## src/rtl/sm_segment_fetcher.sv

```systemverilog
// sm_segment_fetcher: walks SM/NZV segments in pixel memory, buffers the NZVs and launches the sparse-map decoder.
// Build option ZERO_SEG_SKIP_EN: segments whose SM is zero skip the decoder launch.
module sm_segment_fetcher #(
    parameter int unsigned ADDR_W     = 16,
    parameter int unsigned DATA_W     = 16,
    parameter int unsigned FIFO_DEPTH = 16
) (
    input  logic              clk,
    input  logic              rst_n,
    input  logic              op_start,
    input  logic [ADDR_W-1:0] base_addr,
    input  logic [15:0]       seg_count,
    output logic              busy,
    output logic              done,
    output logic              mem_req,
    input  logic              mem_grant,
    output logic [ADDR_W-1:0] mem_addr,
    output logic              mem_rd_rdy,
    input  logic              mem_rd_vld,
    input  logic [DATA_W-1:0] mem_data,
    output logic [15:0]       sm_out,
    output logic [4:0]        hamw_out,
    output logic              dec_start,
    input  logic              dec_busy,
    output logic [DATA_W-1:0] nzv_out,
    input  logic              nzv_read,
    output logic              nzv_empty
);
    localparam int unsigned PTR_W = (FIFO_DEPTH > 1) ? $clog2(FIFO_DEPTH) : 1;
    localparam int unsigned CNT_W = $clog2(FIFO_DEPTH + 1);

    typedef enum logic [2:0] {
        S_IDLE,
        S_REQ,
        S_RD_SM,
        S_RD_NZV,
        S_LAUNCH,
        S_WAIT_DEC,
        S_DONE
    } state_t;

    state_t             state;
    logic [15:0]        remaining;
    logic [4:0]         beat_cnt;
    logic [DATA_W-1:0]  fifo_mem [FIFO_DEPTH];
    logic [PTR_W-1:0]   wr_ptr;
    logic [PTR_W-1:0]   rd_ptr;
    logic [CNT_W-1:0]   fifo_cnt;
    logic               beat;
    logic               push;
    logic               pop;
    logic [15:0]        sm_c;
    logic [4:0]         hamw_c;

    function automatic logic [4:0] popcount16(input logic [15:0] v);
        logic [4:0] s;
        s = '0;
        for (int i = 0; i < 16; i++) begin
            s = s + 5'(v[i]);
        end
        return s;
    endfunction

    function automatic logic [PTR_W-1:0] ptr_inc(input logic [PTR_W-1:0] p);
        return (p == PTR_W'(FIFO_DEPTH - 1)) ? '0 : p + PTR_W'(1);
    endfunction

    assign beat    = mem_rd_vld & mem_rd_rdy;
    assign sm_c    = mem_data[15:0];
    assign hamw_c  = popcount16(sm_c);
    assign push    = beat && (state == S_RD_NZV);
    assign pop     = nzv_read && !nzv_empty;
    assign nzv_out = fifo_mem[rd_ptr];

    // Segment walker; every output is registered from the transition it accompanies.
    always_ff @(posedge clk or negedge rst_n) begin
        if (!rst_n) begin
            state      <= S_IDLE;
            remaining  <= '0;
            beat_cnt   <= '0;
            busy       <= 1'b0;
            done       <= 1'b0;
            mem_req    <= 1'b0;
            mem_rd_rdy <= 1'b0;
            mem_addr   <= '0;
            sm_out     <= '0;
            hamw_out   <= '0;
            dec_start  <= 1'b0;
        end else begin
            dec_start <= 1'b0;
            done      <= 1'b0;
            if (beat) begin
                mem_addr <= mem_addr + ADDR_W'(1);
            end
            case (state)
                S_IDLE: begin
                    busy <= op_start;
                    if (op_start) begin
                        mem_addr  <= base_addr;
                        remaining <= seg_count;
                        if (seg_count == 16'd0) begin
                            state <= S_DONE;
                        end else begin
                            state   <= S_REQ;
                            mem_req <= 1'b1;
                        end
                    end
                end
                S_REQ: begin
                    if (mem_grant) begin
                        state      <= S_RD_SM;
                        mem_rd_rdy <= 1'b1;
                    end
                end
                S_RD_SM: begin
                    if (beat) begin
                        sm_out   <= sm_c;
                        hamw_out <= hamw_c;
                        if (hamw_c == 5'd0) begin
                            mem_rd_rdy <= 1'b0;
`ifdef ZERO_SEG_SKIP_EN
                            remaining <= remaining - 16'd1;
                            if (remaining == 16'd1) begin
                                state   <= S_DONE;
                                mem_req <= 1'b0;
                            end else begin
                                state <= S_REQ;
                            end
`else
                            mem_req   <= 1'b0;
                            dec_start <= 1'b1;
                            state     <= S_LAUNCH;
`endif
                        end else begin
                            beat_cnt <= hamw_c;
                            state    <= S_RD_NZV;
                        end
                    end
                end
                S_RD_NZV: begin
                    if (beat) begin
                        beat_cnt <= beat_cnt - 5'd1;
                        if (beat_cnt == 5'd1) begin
                            mem_req    <= 1'b0;
                            mem_rd_rdy <= 1'b0;
                            dec_start  <= 1'b1;
                            state      <= S_LAUNCH;
                        end
                    end
                end
                S_LAUNCH: begin
                    state <= S_WAIT_DEC;
                end
                S_WAIT_DEC: begin
                    if (!dec_busy && nzv_empty) begin
                        remaining <= remaining - 16'd1;
                        if (remaining == 16'd1) begin
                            state <= S_DONE;
                        end else begin
                            state   <= S_REQ;
                            mem_req <= 1'b1;
                        end
                    end
                end
                S_DONE: begin
                    done  <= 1'b1;
                    state <= S_IDLE;
                end
                default: begin
                    state <= S_IDLE;
                end
            endcase
        end
    end

    // NZV buffer, first-word-fall-through; reads of an empty buffer are dropped.
    always_ff @(posedge clk or negedge rst_n) begin
        if (!rst_n) begin
            wr_ptr    <= '0;
            rd_ptr    <= '0;
            fifo_cnt  <= '0;
            nzv_empty <= 1'b1;
            for (int i = 0; i < int'(FIFO_DEPTH); i++) begin
                fifo_mem[i] <= '0;
            end
        end else begin
            if (push) begin
                fifo_mem[wr_ptr] <= mem_data;
                wr_ptr           <= ptr_inc(wr_ptr);
            end
            if (pop) begin
                rd_ptr <= ptr_inc(rd_ptr);
            end
            if (push && !pop) begin
                fifo_cnt  <= fifo_cnt + CNT_W'(1);
                nzv_empty <= 1'b0;
            end else if (pop && !push) begin
                fifo_cnt  <= fifo_cnt - CNT_W'(1);
                nzv_empty <= (fifo_cnt == CNT_W'(1));
            end
        end
    end

endmodule

```

## config.mk

```make
export PLATFORM = sky130hd
export DESIGN_NAME = sm_segment_fetcher
export DESIGN_NICKNAME = d
export VERILOG_FILES = /design/src/rtl/sm_segment_fetcher.sv
export SDC_FILE = /design/constraint.sdc
export NUM_CORES = 1
export LEC_CHECK = 0
export ABC_CLOCK_PERIOD_IN_PS = 6500
export CAP_MARGIN = 15
export CORE_MARGIN = 5
export CORE_UTILIZATION = 40
export CTS_BUF_LIST = sky130_fd_sc_hd__clkbuf_8 sky130_fd_sc_hd__clkbuf_16
export DETAILED_ROUTE_END_ITERATION = 16
export PLACE_DENSITY = 0.61
export SYNTH_ARGS = -nofsm -noshare
export SYNTH_HDL_FRONTEND = slang
export SYNTH_SLANG_ARGS = --single-unit
```

## constraint.sdc

```tcl
create_clock -name clk -period 6.5 [get_ports clk]
set_input_delay 0.65 -clock clk [delete_from_list [all_inputs] [get_ports clk]]
set_output_delay 0.65 -clock clk [all_outputs]
set_load 0.01 [all_outputs]
```

==> run_results.csv <==
group,metric,value,unit
worst_setup_path,reg2reg_depth,5,
timing,max_slew_margin,0.233,
worst_setup_path,required,6.91,ns
clocking,post_cts_resized,0,
logic_synthesis,synth_commonest_cells,"335 x dfrtp_1, 264 x nand2_1, 253 x o21ai_0, 81 x clkbuf_1, 80 x mux4_2",
pwr,ir_drop,0.216,mV
timing,worstMarginPinSlew,1.15,ns
clocking,clock-sinks,336,
worst_setup_path,timing_worst_setup_path_type,"primary input to flop",
routing,dr_total_vias,10800,
logic_synthesis,ys_seq_area_frac,0.535,
clocking,htree_levels,2,
grt,grt_pass1_vias,11200,
logic_synthesis,syn_avg_cell_area,11.3,um^2
timing,drv_slew,0,
floorplan,die_w,208,um
grt,track_usage,0.183,
timing,fmax,193,MHz
placed_design,dp_slack,0.812,ns
logic_synthesis,synth.distinct_cells,56,
placed_design,placed_area,17200,um^2
finish,design_area,18500,um^2
worst_setup_path,reg2reg_setup_slack,3.37,ns
finish,antennaDiodeCount,0,
clocking,postCtsHoldBufs,0,
grt,grt_max_degree,170,
pwr,powerDensity,410,nW/um^2
timing,rsz0062_at_grt,"no",
routing,viasPerCell,5.35,
logic_synthesis,synthArstFlopShare,1.00,
timing,period_share,0.798,
placed_design,dp.cells,1943,
pwr,p_total,0.00761,W
worst_setup_path,startpoint_type,"primary input",
placed_design,hpwl,25.2,mm
logic_synthesis,synth_top_area_share,0.534,
routing,drc,0,
pwr,leakagePower,8.18,nW
clocking,clk-insertion-delay-late,0.54,ns
clocking,clkTransAtPathRegs,0.06,ns
floorplan,die-height,208,um
clocking,post-cts-setup-buffer-count,0,
clocking,clk_path_buf_depth,3,
worst_setup_path,max_stage_delay,0.57,ns
hold_path,hold_class,"primary input to async pin",
placed_design,portBuffers,113,
timing,setup_slack,1.31,ns
worst_setup_path,cp_slowest_cell,"fa_1",
finish,synthToLayoutAreaGrowth,18.0,%
finish,n_fill_cell,3604,
worst_setup_path,cp_cell_sequence,"clkdlybuf4s50_1 -> inv_1 -> fa_1 -> fa_1 -> fa_1 -> fa_1 -> inv_1 -> ha_1 -> inv_1 -> fa_1 -> nand2b_1 -> o21ai_0 -> a311o_2 -> nand4b_1 -> mux2_1",
finish,final_nets,1549,
grt,grt_pass1_wl,64.2,mm
logic_synthesis,synth_nets,1479,
logic_synthesis,synth-seq-cells,336,
timing,setup_tns,0,ns
logic_synthesis,synthesis.area,15700,um^2
logic_synthesis,syn_inst,1395,
floorplan,initial_core_util,0.405,
clocking,cts_made_buffers,38,
timing,hold_violations,0,
logic_synthesis,yosysMostFrequentCell,"dfrtp_1",
worst_setup_path,cp_common_cell,"fa_1",
routing,first_pass_iters,7,
worst_setup_path,end_kind,"flop",
placed_design,routabilityCongestion,0.802,
worst_setup_path,crit_arrival,5.60,ns
grt,grt_antenna_before_repair,0,
run,max_cap_viol_count,0,
floorplan,io_pins,114,
logic_synthesis,ys.flop_type,"dfrtp_1",
timing,fin_worst_skew,0.0121,ns
timing,setup_viol,0,
logic_synthesis,synth-edff-count,0,
clocking,cts_tree,"built",
routing,wl_per_cell,19.6,um
floorplan,die_area,43300,um^2
timing,fin_crit,5.19,ns
logic_synthesis,ys_top_cells_by_area,"dfrtp_1 53%, mux4_2 11%, o21ai_0 8.1%",
logic_synthesis,ys.warnings.count,0,
floorplan,core,38700,um^2
finish,fin_cells,2012,
worst_setup_path,path_max_fanout,14,
routing,drt_iter0_markers,693,
logic_synthesis,yosysTopAreaCell,"dfrtp_1",
finish,drive_above_1_share,0.168,
clocking,ctsRootBufferMaster,"clkbuf_16",
floorplan,rows,72,
routing,drt_wl_total,39.5,mm
grt,grt_overflow_total,0,
outcome,status,"complete, no violations",
routing,ant_nets,0,
[worst max-delay path, delay by kind of cell]
| family | cells | cell delay [ns] |
|---|---|---|
| buffers and inverters | 4 | 0.97 |
| muxes | 1 | 0.33 |
| and+or+nand+nor | 2 | 0.30 |
| AOI/OAI and AO/OA | 2 | 0.69 |
| adders and majority gates | 6 | 2.66 |
[cells in the final DEF, fill, tap and decap left out, types with 4 or more instances in the layout]
cell type,synthesis,final
a21o_1,6,6
a21oi_1,33,33
and3_1,5,5
buf_4,0,18
bufinv_16,0,5
clkbuf_16,0,38
clkbuf_8,0,7
clkdlybuf4s50_1,0,112
clkinv_2,0,4
dfrtp_1,335,332
fa_1,10,10
ha_1,19,19
inv_1,37,46
mux2_2,77,77
mux4_2,80,80
nand2_1,264,264
nand2_2,4,4
nand2b_1,6,6
nand3_1,15,15
nand4_1,17,17
nor2_1,36,36
nor2b_1,4,4
nor3_1,12,12
nor4_1,9,9
o21ai_0,253,253
xnor2_1,9,9
xor2_1,16,16
[per-stage QoR]
| step | util | hold WS (ns) |
|---|---|---|
| 2_1_floorplan | - | 0.354 |
| 3_3_place_gp | 0.445 | 0.457 |
| 3_5_place_dp | 0.445 | 0.465 |
| 4_1_cts | 0.479 | 0.145 |
| 5_1_grt | 0.479 | 0.172 |
| 6_report | 0.479 | 0.106 |
[power breakdown]
| group | internal [W] | switching, W |
|---|---|---|
| clock | 0.00135 | 0.000884 |
| sequential | 0.00260 | 0.000598 |
| combinational | 0.00114 | 0.00103 |
[registers in the layout (all words and copies together) (netlist names), 3 cells and up]
| name | count |
|---|---|
| beat_cnt | 5 |
| fifo_cnt | 5 |
| fifo_mem | 256 |
| hamw_out | 5 |
| mem_addr | 16 |
| rd_ptr | 4 |
| remaining | 16 |
| sm_out | 16 |
| state | 3 |
| wr_ptr | 4 |
[cell type report]
cell class | count | area [um^2] | share of cell area
tap | 518 | 648 | 0.0350
clock buffer | 45 | 1050 | 0.0565
inverter | 37 | 139 | 0.00749
clock inverter | 24 | 265 | 0.0143
multi-input combinational | 920 | 6730 | 0.363
sequential | 336 | 8420 | 0.454
timing repair buffer | 132 | 1290 | 0.0697
[metal layers]
layer / routed length [um] / global-route usage
met5: 0 / 0
met4: 589 / 0.0376
met3: 2500 / 0.0468
met2: 17800 / 0.282
met1: 18600 / 0.267
[cells by family (layout without fill, tap and decap cells)]
| kind of cell | Yosys count | count (layout) | synth area share |
|---|---|---|---|
| flip-flops | 336 | 336 | 0.535 |
| buffers and inverters | 139 | 238 | 0.0364 |
| AND/OR/NAND/NOR | 384 | 384 | 0.105 |
| XOR/XNOR | 25 | 25 | 0.0139 |
| adder cells (fa/ha/maj) | 29 | 29 | 0.0279 |
| AO/OA/AOI/OAI | 320 | 320 | 0.109 |
| multiplexers | 162 | 162 | 0.173 |
[path summary, 6_finish.rpt]
path / start / end
worst max-delay path: mem_data[1] / mem_req$_DFFE_PN0P_
worst max register to register: state[1]$_DFFE_PN0P_ / fifo_mem[66]$_DFFE_PN0P_
min in group clk: fifo_mem[208]$_DFFE_PN0P_ / fifo_mem[208]$_DFFE_PN0P_
max in group asynchronous: rst_n / rd_ptr[0]$_DFFE_PN0P_
worst min register to register: fifo_mem[208]$_DFFE_PN0P_ / fifo_mem[208]$_DFFE_PN0P_
worst min-delay path: rst_n / mem_addr[13]$_DFF_PN0_
No activity file was read; power rests on OpenSTA's default activity.
